`src/rtl/fb_write_arbiter.sv`:
```
// Purpose: round-robin arbiter for framebuffer RAM write port A (req A = UART line writer, req B = debug writer).
// Latency: grant 1 cycle after request sampled in IDLE; each accepted write reaches the RAM port 1 cycle later.
// Backpressure: none on writes; non-granted writes are dropped. Optional bank swapping under DOUBLE_BUFFER_EN.
module fb_write_arbiter #(
    parameter int ADDR_WIDTH = 12,
    parameter int DATA_WIDTH = 8,
    parameter int MAX_BURST  = 64
) (
    input  logic                  clk_in,
    input  logic                  reset,
    input  logic                  req_a,
    input  logic                  wr_valid_a,
    input  logic                  wr_last_a,
    input  logic [ADDR_WIDTH-1:0] addr_a,
    input  logic [DATA_WIDTH-1:0] data_a,
    output logic                  grant_a,
    input  logic                  req_b,
    input  logic                  wr_valid_b,
    input  logic                  wr_last_b,
    input  logic [ADDR_WIDTH-1:0] addr_b,
    input  logic [DATA_WIDTH-1:0] data_b,
    output logic                  grant_b,
    input  logic                  frame_start,
    input  logic                  swap_request,
    output logic                  swap_pending,
    output logic                  display_bank,
    output logic [ADDR_WIDTH:0]   ram_address,
    output logic [DATA_WIDTH-1:0] ram_data_out,
    output logic                  ram_write_enable,
    output logic                  ram_clk_enable
);

    typedef enum logic [1:0] {IDLE, GRANT_A, GRANT_B} state_t;

    localparam logic [7:0] MAX_B = 8'(MAX_BURST);
    localparam logic SERVED_A = 1'b0;
    localparam logic SERVED_B = 1'b1;

    state_t                state_q, state_d;
    logic                  last_served_q, last_served_d;
    logic [7:0]            burst_cnt_q, burst_cnt_d;
    logic                  ram_we_q, ram_we_d;
    logic [ADDR_WIDTH:0]   ram_addr_q, ram_addr_d;
    logic [DATA_WIDTH-1:0] ram_data_q, ram_data_d;
    logic                  write_bank;

    logic                  sel_valid, sel_last, sel_req, other_req;
    logic [ADDR_WIDTH-1:0] sel_addr;
    logic [DATA_WIDTH-1:0] sel_data;
    logic [7:0]            cnt_next;

`ifdef DOUBLE_BUFFER_EN
    logic swap_pending_q, swap_pending_d;
    logic display_bank_q, display_bank_d;

    // Latch swap requests; flip banks only at a frame boundary with no burst in flight
    always_comb begin
        swap_pending_d = swap_pending_q;
        display_bank_d = display_bank_q;
        if (frame_start && swap_pending_q && (state_q == IDLE)) begin
            display_bank_d = ~display_bank_q;
            swap_pending_d = 1'b0;
        end else if (swap_request) begin
            swap_pending_d = 1'b1;
        end
    end

    // Bank state registers
    always_ff @(posedge clk_in or posedge reset) begin
        if (reset) begin
            swap_pending_q <= 1'b0;
            display_bank_q <= 1'b0;
        end else begin
            swap_pending_q <= swap_pending_d;
            display_bank_q <= display_bank_d;
        end
    end

    assign swap_pending = swap_pending_q;
    assign display_bank = display_bank_q;
    assign write_bank   = ~display_bank_q;
`else
    logic unused_swap_inputs;
    assign unused_swap_inputs = swap_request ^ frame_start;
    assign swap_pending = 1'b0;
    assign display_bank = 1'b0;
    assign write_bank   = 1'b0;
`endif

    // Mux the granted requester's signals so both grant states share one path
    always_comb begin
        sel_valid = 1'b0;
        sel_last  = 1'b0;
        sel_req   = 1'b0;
        other_req = 1'b0;
        sel_addr  = addr_a;
        sel_data  = data_a;
        if (state_q == GRANT_A) begin
            sel_valid = wr_valid_a;
            sel_last  = wr_last_a;
            sel_req   = req_a;
            other_req = req_b;
        end else if (state_q == GRANT_B) begin
            sel_valid = wr_valid_b;
            sel_last  = wr_last_b;
            sel_req   = req_b;
            other_req = req_a;
            sel_addr  = addr_b;
            sel_data  = data_b;
        end
        // Counter saturates so an uncontested burst can run indefinitely
        cnt_next = burst_cnt_q;
        if (sel_valid && (burst_cnt_q != MAX_B)) begin
            cnt_next = burst_cnt_q + 8'd1;
        end
    end

    // Next-state, burst accounting and RAM write staging
    always_comb begin
        state_d       = state_q;
        last_served_d = last_served_q;
        burst_cnt_d   = burst_cnt_q;
        ram_we_d      = 1'b0;
        ram_addr_d    = ram_addr_q;
        ram_data_d    = ram_data_q;
        case (state_q)
            IDLE: begin
                if (req_a && (!req_b || (last_served_q == SERVED_B))) begin
                    state_d = GRANT_A;
                end else if (req_b) begin
                    state_d = GRANT_B;
                end
            end
            GRANT_A, GRANT_B: begin
                burst_cnt_d = cnt_next;
                if (sel_valid) begin
                    ram_we_d   = 1'b1;
                    ram_addr_d = {write_bank, sel_addr};
                    ram_data_d = sel_data;
                end
                // The final write is still issued; release happens alongside it
                if ((sel_valid && sel_last) || !sel_req ||
                    ((cnt_next == MAX_B) && other_req)) begin
                    state_d       = IDLE;
                    last_served_d = (state_q == GRANT_B) ? SERVED_B : SERVED_A;
                    burst_cnt_d   = 8'd0;
                end
            end
            default: state_d = IDLE;
        endcase
    end

    // Arbiter and RAM drive registers
    always_ff @(posedge clk_in or posedge reset) begin
        if (reset) begin
            state_q       <= IDLE;
            last_served_q <= SERVED_B;
            burst_cnt_q   <= 8'd0;
            ram_we_q      <= 1'b0;
            ram_addr_q    <= '0;
            ram_data_q    <= '0;
        end else begin
            state_q       <= state_d;
            last_served_q <= last_served_d;
            burst_cnt_q   <= burst_cnt_d;
            ram_we_q      <= ram_we_d;
            ram_addr_q    <= ram_addr_d;
            ram_data_q    <= ram_data_d;
        end
    end

    assign grant_a          = (state_q == GRANT_A);
    assign grant_b          = (state_q == GRANT_B);
    assign ram_address      = ram_addr_q;
    assign ram_data_out     = ram_data_q;
    assign ram_write_enable = ram_we_q;
    assign ram_clk_enable   = ram_we_q;

endmodule

```
`config.mk`:
```
export PLATFORM = sky130hd
export DESIGN_NAME = fb_write_arbiter
export DESIGN_NICKNAME = d
export VERILOG_FILES = /design/src/rtl/fb_write_arbiter.sv
export SDC_FILE = /design/constraint.sdc
export NUM_CORES = 1
export LEC_CHECK = 0
export CAP_MARGIN = 20
export CORE_ASPECT_RATIO = 0.7
export CORE_MARGIN = 5
export CORE_UTILIZATION = 48
export CTS_CLUSTER_SIZE = 28
export DETAILED_ROUTE_END_ITERATION = 6
export PLACE_DENSITY_LB_ADDON = 0.25
export SKIP_CTS_REPAIR_TIMING = 1
export SLEW_MARGIN = 40
export SYNTH_ARGS = -nofsm -noshare
export SYNTH_HDL_FRONTEND = slang
export SYNTH_SLANG_ARGS = --single-unit
export TNS_END_PERCENT = 50
```
`constraint.sdc`:
```
create_clock -name clk_in -period 6.6 [get_ports clk_in]
set_input_delay 1.32 -clock clk_in [delete_from_list [all_inputs] [get_ports clk_in]]
set_output_delay 1.32 -clock clk_in [all_outputs]
set_load 0.02 [all_outputs]
```
==> flow_summary.ini <==
[sta]
drv_slew = 0
skew_ps = 3.520
setup_violations = 0
relSlewSlack_pct = 59.20
rsz0062_at_grt = no
finalSetupTns_ps = 0
hold_viol = 0
finalCritPeriodShare_pct = 49.35
holdWs_ps = 477.7
fmax_ghz = 0.3070
fin_crit_ps = 3257
finalWorstSetupSlack_ps = 3343
tightestPinTransition_ps = 609.8

[worst_setup_path]
crit_chain = clkdlybuf4s50_1, nand3b_4, a2111oi_4, xnor2_1, o211ai_4, or4_1, nand3_1
rr_worst_depth = 8
crit_family = simple AND/OR/NAND/NOR gates
slowest_stage = clkdlybuf4s50_1
critPathArrivalTime_ps = 3480
max_stage_delay_ps = 560
reg2reg_from = state_q[0]$_DFFE_PP0P_
rrSetupSlack_ps = 4010
path_depth = 7
crit_start = wr_valid_b
worstSetupEndpointType = register
endpoint = last_served_q$_DFFE_PP1P_
timing.rr.end = state_q[1]$_DFFE_PP0P_
path_buf_inv = 1
cp.required_ps = 6830
cp-start-kind = input port
critPathKind = input port to register
crit_fanout = 6

[die]
boundaryPins = 77
die_w_um = 88.08
rows = 19
initial_core_util_pct = 50.98
die_height_um = 64.66
design.die.area_sq_um = 5694
core-area_sq_um = 4018

[placement]
place_ws_ps = 3038
placedCellCount = 332
placed_area_sq_um = 2756
io_buffers = 71
place_congestion = 0.8783
dpl.hpwl_mm = 3.994

[power_and_ir_drop]
seqPwrFrac_pct = 29.8
clock_power_share_pct = 15.7
share_comb_of_total_power_pct = 54.6
power.internal_w = 0.0006130
p_sw_share_pct = 40.39
p_leak_nw = 1.210
switchingPower_w = 0.0004153
p_per_area_nw_per_um2 = 360.4
worst_ir_drop_vdd_mv = 0.2161

[layout]
layout-drive-gt1-share_pct = 8.711
fin_cells = 339
syn_to_final_growth_pct = 39.28
diodes = 0
layout.nets = 342
fin_area_sq_um = 2853

[synthesis]
yosys.area.top_type = dfrtp_1
ys.warnings.count = 0
synth_cell_types = 53
syn_area_sq_um = 2048
avgSynthCellArea_sq_um = 9.268
ys_ff_latch = 32
synth_common_cells = 37 x nand2_1, 34 x o21ai_0, 31 x dfrtp_1
synth.area.top_cells = dfrtp_1 38%, mux2i_1 11%, o21ai_0 8.3%
synthFlopType = dfrtp_1
netlist_instances = 221
synth_seq_area_share_pct = 39.16
yosysMostFrequentCell = nand2_1
synth.top_cell.area_share_pct = 37.87
synth_edf_count = 0
ys_async_sr_fraction_pct = 100.0

[clocking]
clockBufferDepth = 2
clock-root-buffer = clkbuf_8
cts_tree = yes
tritoncts.num_buffers = 5
htreeDepth = 2
clock_sinks = 32
path_clk_slew_ps = 60
worstSkewPairLatency_ps = 280

[outcome]
outcome = completed

[detailed_routing]
via_per_inst = 5.345
drtIter0Drc = 135
vias = 1812
post_drt_wl_per_cell_um = 15.07
routed_wl_mm = 5.110
postRouteAntennaNets = 0
drc = 0
drtPass1Iterations = 4

[global_routing]
gr-usage-all-layers_pct = 18.49
grt_max_degree = 42
antenna_found_initial = 0
grt_pass1_vias = 1751
grt-ovfl-total = 0
grt_pass1_wl_mm = 8.197

[min_path]
min_from = ram_data_out[3]$_DFFE_PP0P_
hold_depth = 2
min_path_type = register to register

[run]
max_cap_violations = 0
## power groups by stage
stage | Sequential, W | Clock (W) | Combinational, W
2_1_floorplan | 0.000375 | 0 | 0.000283
3_3_place_gp | 0.000305 | 0 | 0.000549
3_5_place_dp | 0.000309 | 0 | 0.000565
4_1_cts | 0.000306 | 0.000164 | 0.000566
5_1_grt | 0.000317 | 0.000171 | 0.000610
6_report | 0.000306 | 0.000161 | 0.000561
## how the worst min path moves through the flow
stage	endpoint
after global routing	ram_data_out[3]$_DFFE_PP0P_
after CTS	ram_data_out[3]$_DFFE_PP0P_
after detailed placement	ram_data_out[3]$_DFFE_PP0P_
final	ram_data_out[3]$_DFFE_PP0P_
after global placement	ram_data_out[2]$_DFFE_PP0P_
after floorplan	last_served_q$_DFFE_PP1P_
## per-layer routing
metal / up-vias / global-route usage [%] / share of wire (%)
li1: 905 / - / -
met1: 835 / 23.43 / 43
met2: 64 / 30.64 / 46
met3: 8 / 6.076 / 9.7
met4: 0 / 4.717 / 1.1
met5: - / 0 / 0
## final cells by class
class,count,area [sq um]
fill,309,1165
multi-input combinational,166,1130
sequential,32,802.0
timing repair buffer,73,725.7
clock buffer,7,96.34
tap,52,65.06
inverter,9,33.78
## flip-flops by register name, indices dropped and copies added, names as in the netlist
register and count:
burst_cnt_q 8, last_served_q 1, ram_address 12, ram_clk_enable 1, ram_data_out 8, state_q 2
## per-stage QoR
step / util, % / total power [W]
finish: 71.01 / 0.001028
global route: 71.01 / 0.001098
floorplan: - / 0.0006579
CTS: 71.01 / 0.001037
global placement: 68.55 / 0.0008544
detailed placement: 68.61 / 0.0008738
## cells by family (layout without fill, tap and decap cells)
| logic type | Yosys count | in the layout | synth area share (%) |
|---|---|---|---|
| adders and majority gates | 5 | 5 | 3.054 |
| and+or+nand+nor | 75 | 75 | 19.06 |
| muxes | 23 | 23 | 11.48 |
| AOI/OAI and AO/OA | 59 | 59 | 20.34 |
| buffers and inverters | 25 | 89 | 6.292 |
| xor gates and xnor gates | 1 | 1 | 0.4277 |
| DFF | 32 | 32 | 39.16 |
| other | 1 | 3 | 0.1831 |
## cell usage in the layout (no fill, tap or decap), types with 2 or more instances in the layout
master	netlist	layout
and3_1	3	3
nand2_2	1	2
clkbuf_8	0	7
nand2_1	37	36
nor3_1	2	2
nand3_1	6	6
conb_1	1	3
inv_1	9	9
mux2i_1	22	22
o21a_1	2	2
o21ai_0	34	34
clkdlybuf4s50_1	0	71
a21oi_1	4	4
a211oi_1	2	2
a32o_1	2	2
dfrtp_1	31	31
ha_1	5	5
o22ai_1	2	2
nor2_1	12	12
buf_4	5	2
## worst min-delay path, stage by stage, from the launching register on
cell and delay [ps]:
dfrtp_1 340, nand2_1 50, o21ai_0 60
Note: power is estimated with default switching activity, not from simulation.
